--- config.mk ---
export PLATFORM = sky130hd
export DESIGN_NAME = ga21_pal_dma
export DESIGN_NICKNAME = d
export VERILOG_FILES = /design/src/rtl/ga21_pal_dma.sv
export SDC_FILE = /design/constraint.sdc
export NUM_CORES = 1
export LEC_CHECK = 0
export CORE_ASPECT_RATIO = 1.75
export CORE_MARGIN = 4
export CORE_UTILIZATION = 56
export CTS_CLUSTER_DIAMETER = 40
export DETAILED_ROUTE_END_ITERATION = 10
export HOLD_SLACK_MARGIN = 0.1
export PLACE_DENSITY = 0.83
export SLEW_MARGIN = 20
export SYNTH_ARGS = -nofsm -noshare
export SYNTH_HDL_FRONTEND = slang
export SYNTH_SLANG_ARGS = --single-unit
--- constraint.sdc ---
create_clock -name clk -period 5.4 [get_ports clk]
set_input_delay 1.08 -clock clk [delete_from_list [all_inputs] [get_ports clk]]
set_output_delay 1.08 -clock clk [all_outputs]
set_load 0.02 [all_outputs]
--- src/rtl/ga21_pal_dma.sv ---
// Palette DMA engine: moves word blocks between a buffer RAM and palette RAM
// through the palram GA21 initiator port, programmed by four CPU registers.
module ga21_pal_dma #(
    parameter int unsigned BUF_AW = 16,
    parameter int unsigned PAL_AW = 13
) (
    input  logic              clk,
    input  logic              reset_n,
    input  logic              vblank,
    input  logic              cpu_wr,
    input  logic [1:0]        cpu_reg,
    input  logic [15:0]       cpu_din,
    output logic [1:0]        status,
    output logic              buf_req,
    output logic              buf_we,
    output logic [BUF_AW-1:0] buf_addr,
    output logic [15:0]       buf_dout,
    input  logic [15:0]       buf_din,
    input  logic              buf_ack,
    output logic              dma_busy,
    output logic              ga21_req,
    output logic              ga21_we,
    output logic [PAL_AW-1:0] ga21_addr,
    output logic [15:0]       pal_dout,
    input  logic [15:0]       pal_din
);
    localparam int unsigned CNT_W  = 13;
    localparam int unsigned DATA_W = 16;

    typedef enum logic [3:0] {
        IDLE, WAITVB, BRD, PWR, PRD, PCAP, BWR, NEXT, DONE
    } state_t;

    state_t              state, state_nxt;
    logic [BUF_AW-1:0]   src_reg, src_reg_nxt, src_ptr, src_ptr_nxt;
    logic [PAL_AW-1:0]   dst_reg, dst_reg_nxt, dst_ptr, dst_ptr_nxt;
    logic [CNT_W-1:0]    cnt_reg, cnt_reg_nxt, rem, rem_nxt;
    logic [DATA_W-1:0]   data_reg, data_nxt;
    logic                dir, dir_nxt;
    logic                abort_pend, abort_pend_nxt;
    logic                done_flag, done_nxt;

    logic wr_ctrl, start, abort, idle;

    assign wr_ctrl = cpu_wr && (cpu_reg == 2'd3);
    assign start   = wr_ctrl && cpu_din[0];
    assign abort   = wr_ctrl && cpu_din[3];
    assign idle    = (state == IDLE);

    // Next-state, register-file and datapath update
    always_comb begin
        state_nxt      = state;
        src_reg_nxt    = src_reg;
        dst_reg_nxt    = dst_reg;
        cnt_reg_nxt    = cnt_reg;
        src_ptr_nxt    = src_ptr;
        dst_ptr_nxt    = dst_ptr;
        rem_nxt        = rem;
        data_nxt       = data_reg;
        dir_nxt        = dir;
        abort_pend_nxt = abort_pend;
        done_nxt       = done_flag;

        if (cpu_wr && idle) begin
            case (cpu_reg)
                2'd0:    src_reg_nxt = BUF_AW'(cpu_din);
                2'd1:    dst_reg_nxt = PAL_AW'(cpu_din[CNT_W-1:0]);
                2'd2:    cnt_reg_nxt = cpu_din[CNT_W-1:0];
                default: ;
            endcase
        end
        if (wr_ctrl) done_nxt = 1'b0;

        case (state)
            IDLE: begin
                abort_pend_nxt = 1'b0;
                if (start) begin
                    dir_nxt     = cpu_din[1];
                    src_ptr_nxt = src_reg;
                    dst_ptr_nxt = dst_reg;
                    rem_nxt     = cnt_reg;
                    if (cnt_reg == '0)     state_nxt = DONE;
                    else if (cpu_din[2])   state_nxt = WAITVB;
                    else if (cpu_din[1])   state_nxt = PRD;
                    else                   state_nxt = BRD;
                end
            end
            WAITVB: begin
                if (abort)       state_nxt = DONE;
                else if (vblank) state_nxt = dir ? PRD : BRD;
            end
            BRD, BWR: begin
                // An abort must let the outstanding buffer access complete
                if (abort) abort_pend_nxt = 1'b1;
                if (buf_ack) begin
                    if (state == BRD) data_nxt = buf_din;
                    if (abort || abort_pend) state_nxt = DONE;
                    else                     state_nxt = (state == BRD) ? PWR : NEXT;
                end
            end
            PWR:  state_nxt = abort ? DONE : NEXT;
            PRD:  state_nxt = abort ? DONE : PCAP;
            PCAP: begin
                data_nxt  = pal_din;
                state_nxt = abort ? DONE : BWR;
            end
            NEXT: begin
                src_ptr_nxt = src_ptr + BUF_AW'(1);
                dst_ptr_nxt = dst_ptr + PAL_AW'(1);
                rem_nxt     = rem - CNT_W'(1);
                if (abort || rem == CNT_W'(1)) state_nxt = DONE;
                else                           state_nxt = dir ? PRD : BRD;
            end
            DONE: begin
                state_nxt      = IDLE;
                done_nxt       = 1'b1;
                abort_pend_nxt = 1'b0;
            end
            default: state_nxt = IDLE;
        endcase
    end

    // Output values for the cycle being entered
    logic              buf_req_nxt, buf_we_nxt, ga21_req_nxt, ga21_we_nxt, busy_nxt;
    logic [BUF_AW-1:0] buf_addr_nxt;
    logic [PAL_AW-1:0] ga21_addr_nxt;
    logic [15:0]       buf_dout_nxt, pal_dout_nxt;

    always_comb begin
        busy_nxt      = (state_nxt != IDLE);
        buf_req_nxt   = (state_nxt == BRD) || (state_nxt == BWR);
        buf_we_nxt    = (state_nxt == BWR);
        ga21_req_nxt  = (state_nxt == PRD) || (state_nxt == PCAP) || (state_nxt == PWR);
        ga21_we_nxt   = (state_nxt == PWR);
        buf_addr_nxt  = buf_req_nxt ? src_ptr_nxt : '0;
        ga21_addr_nxt = ga21_req_nxt ? dst_ptr_nxt : '0;
        buf_dout_nxt  = buf_we_nxt ? data_nxt : '0;
        pal_dout_nxt  = ga21_we_nxt ? data_nxt : '0;
    end

    always_ff @(posedge clk) begin
        if (!reset_n) begin
            state      <= IDLE;
            src_reg    <= '0;
            dst_reg    <= '0;
            cnt_reg    <= '0;
            src_ptr    <= '0;
            dst_ptr    <= '0;
            rem        <= '0;
            data_reg   <= '0;
            dir        <= 1'b0;
            abort_pend <= 1'b0;
            done_flag  <= 1'b0;
            status     <= '0;
            dma_busy   <= 1'b0;
            buf_req    <= 1'b0;
            buf_we     <= 1'b0;
            buf_addr   <= '0;
            buf_dout   <= '0;
            ga21_req   <= 1'b0;
            ga21_we    <= 1'b0;
            ga21_addr  <= '0;
            pal_dout   <= '0;
        end else begin
            state      <= state_nxt;
            src_reg    <= src_reg_nxt;
            dst_reg    <= dst_reg_nxt;
            cnt_reg    <= cnt_reg_nxt;
            src_ptr    <= src_ptr_nxt;
            dst_ptr    <= dst_ptr_nxt;
            rem        <= rem_nxt;
            data_reg   <= data_nxt;
            dir        <= dir_nxt;
            abort_pend <= abort_pend_nxt;
            done_flag  <= done_nxt;
            status     <= {done_nxt, busy_nxt};
            dma_busy   <= busy_nxt;
            buf_req    <= buf_req_nxt;
            buf_we     <= buf_we_nxt;
            buf_addr   <= buf_addr_nxt;
            buf_dout   <= buf_dout_nxt;
            ga21_req   <= ga21_req_nxt;
            ga21_we    <= ga21_we_nxt;
            ga21_addr  <= ga21_addr_nxt;
            pal_dout   <= pal_dout_nxt;
        end
    end

endmodule

==> metrics.txt <==
CTS Buf Count 17; GRT Resource Usage Total a little over a quarter; dominant synthesized flop cell dfxtp_1; clock sinks between 150 and 200; Hold/Removal Path Class reg -> reg; Max-Cap Viols 0; clock root buffer clkbuf_16; leakage approximately 3.1 nW; Skew-Pair Late Insertion Delay 430 ps; Mapped Nets between 700 and 800; antenna-violating nets left 0; worst-path cell chain clkdlybuf4s50_1 -> and4_1 -> and2_1 -> o211ai_1 -> a31oi_1 -> nand3b_2 -> nor2_1; fraction of power consumed by combinational cells under 10%; RSZ-0062 raised after global routing false; worst slew pin tran around 910 ps; sequential power share between 40 and 50%; via count around 6,000; Initial Util between 50 and 60%; crit-path max FO 17; Synth warnings 0; vias in the first global route roughly 6,000; Net Sw Power around 0.65 mW; mean area per synthesized cell between 9 and 10 um2; row cnt 52; Clock Power Share ~44%; violation count after the first detailed-route iteration approximately 440; DIE AREA ~14,000 um2; nature of the critical path startpoint input pin; peak supply drop approximately 0.21 mV; htree depth 4; final setup fails 0; share of cells above drive strength 1 under 10%; Mapped Cells ~730; final period utilization about three fifths; routed wire length 19,000 um; width of the die between 90 and 100 um; Worst EP arrival 3640 ps; Crit path largest cell delay slightly below 600 ps; grt ovf 0; area leader, netlist dfxtp_1; Die Height about 150 um; Via density just over 6; Int Power a little under 2 mW; adder-cell share of the synthesized area less than 1%; asr flop ratio synth 0%; core area approximately 12,000 um2; outcome completed; ANT cells 0; Mapped Area roughly 6700 um2; DRC Markers 0; post-synthesis compound-gate area fraction 17.3%; Highest Signal Layer met4; crit path kind in -> reg; Area Growth Syn to Fin 27.5%; PwrDens just over 300 nW/um2; Fillers about 840; Post-Place Worst Slack ~1700 ps; Metal-1 WL ~7000 um; fmax just over 300 MHz; Post-CTS Setup Bufs 0; met3 WL ~1100 um; first-pass GRT wire length just under 30,000 um; crit end category register; Pwr Total approximately 2.6 mW; top cell type's share of synthesized area 51.5%; Final GP Congestion around 0.9; mux contribution to synthesized area under 10%; post-synth cell types between 60 and 70; CP max-delay cell clkdlybuf4s50_1; PortBufs around 120; sequential area share after synthesis 51.5%; first-pass iteration count of the detailed router 5; fin. max-slew vios 0; Synth Area in XOR/XNOR 0%; Worst Clk Skew around 8.7 ps; Longest Clk Path Bufs 2; Reg clk slew, reported paths around 70 ps; Post-synth EDFFs 0; Post-CTS Hold Buffers 0; CTS tree yes; min Tclk post-route between 3000 and 4000 ps; detailed placer's ending HPWL around 13,000 um; total negative slack 0 ps; Resize count post-CTS 0; Hold Fails Final Rpt 0; Worst Path Required 5750 ps; final worst slack between 2000 and 2500 ps; top post-synthesis cells by area dfxtp_1, nor2_1, mux2i_1; worst rel slew slack 39.6%; switch share ~25%; met2 WL between 10,000 and 15,000 um; Synth Register Bits roughly 170; largest family of logic cells by synthesized area simple AND/OR/NAND/NOR gates; simple-gate share of the synthesized area approximately 20%; Final #Nets 898; I/O pins roughly 120; initial antenna violation count 0; wire per inst ~19 um; largest net degree at the start of global routing between 40 and 50
worst paths after layout:
kind                   start     endpoint  slack [ps]  cells past startpoint
setup reg to reg    state[2]  buf_dout[2]        2440                      6
hold reg to reg    status[1]    status[1]         480                      2
hold / removal     status[1]    status[1]         480                      2
setup / recovery  cpu_din[0]  buf_dout[2]        2100                      7
synth_stat cells (all sizes together) (4+ instances only):
| cell | instances |
|---|---|
| a211oi | 12 |
| a21boi | 12 |
| a21oi | 58 |
| a221oi | 9 |
| a22o | 16 |
| a22oi | 4 |
| a31oi | 7 |
| and3 | 8 |
| buf | 17 |
| clkbuf | 30 |
| dfxtp | 173 |
| ha | 4 |
| inv | 13 |
| mux2i | 43 |
| nand2 | 39 |
| nand3 | 20 |
| nand4 | 8 |
| nor2 | 148 |
| nor3 | 19 |
| nor4 | 11 |
| o211ai | 4 |
| o21ai | 27 |
placed cells by master, fill, tap and decap left out, types with 4 or more instances in the layout:
| cell type | Yosys | final |
|---|---|---|
| nor3_1 | 19 | 19 |
| inv_1 | 13 | 12 |
| clkdlybuf4s50_1 | 0 | 122 |
| nand3_1 | 17 | 17 |
| a22oi_1 | 4 | 4 |
| a31oi_1 | 7 | 7 |
| a21boi_0 | 4 | 4 |
| a22o_1 | 16 | 16 |
| buf_4 | 4 | 11 |
| nand4_1 | 8 | 8 |
| mux2i_1 | 43 | 43 |
| nor2_1 | 148 | 147 |
| a211oi_1 | 12 | 12 |
| and3_1 | 8 | 8 |
| o21ai_0 | 25 | 25 |
| inv_8 | 0 | 4 |
| nor4_1 | 10 | 10 |
| nand2_1 | 38 | 38 |
| o211ai_1 | 4 | 4 |
| a221oi_1 | 9 | 9 |
| inv_6 | 0 | 4 |
| a21oi_1 | 56 | 56 |
| clkbuf_16 | 0 | 17 |
| a21boi_2 | 8 | 8 |
| ha_1 | 4 | 4 |
| dfxtp_1 | 173 | 173 |
| clkinv_4 | 0 | 5 |
power by group through the flow:
stage | combinational (mW) | sequential, mW | clock [mW]
2_1_floorplan | 0.0819 | 1.33 | 0
3_3_place_gp | 0.150 | 1.34 | 0
3_5_place_dp | 0.154 | 1.34 | 0
4_1_cts | 0.155 | 1.31 | 1.18
5_1_grt | 0.168 | 1.31 | 1.23
6_report | 0.156 | 1.31 | 1.17
layer usage:
metal / global-route usage, % / vias to the layer above
met5: 0 / -
met4: 13.3 / 0
met3: 5.95 / 44
met1: 28.1 / 2869
met2: 50.3 / 255
li1: - / 2818
worst max-delay path: cells and delay by family:
family | cells | cell delay [ps]
compound gates | 2 | 620
buf+inv | 1 | 590
simple gates | 4 | 1340
area by class of cell:
| class | count | area (um2) | area share [%] |
|---|---|---|---|
| clock buffers | 17 | 425 | 4.96 |
| clock inverters | 15 | 148 | 1.72 |
| inverters | 13 | 48.8 | 0.569 |
| multi-input cells | 501 | 3020 | 35.2 |
| flip-flops and latches | 173 | 3460 | 40.4 |
| well taps | 135 | 169 | 1.97 |
| repair buffers | 133 | 1300 | 15.2 |
cells by family (layout without fill, tap and decap cells):
kind of cell,Yosys count,count (layout)
mux,43,43
compound gates,170,170
buf+inv,60,178
simple gates,284,284
flops,173,173
fa+ha+maj,4,4
metrics by stage:
stage | area [um2] | hold WS, ps | std cells | utilization [%]
final | 8570 | 484 | 987 | 73.6
after global routing | 8570 | 512 | 987 | 73.6
after CTS | 8570 | 486 | 987 | 73.6
after detailed placement | 8000 | 477 | 955 | 68.7
after global placement | 8000 | 466 | 955 | 68.7
after floorplan | 6730 | 444 | 734 | -
No activity file was read; power rests on OpenSTA's default activity.
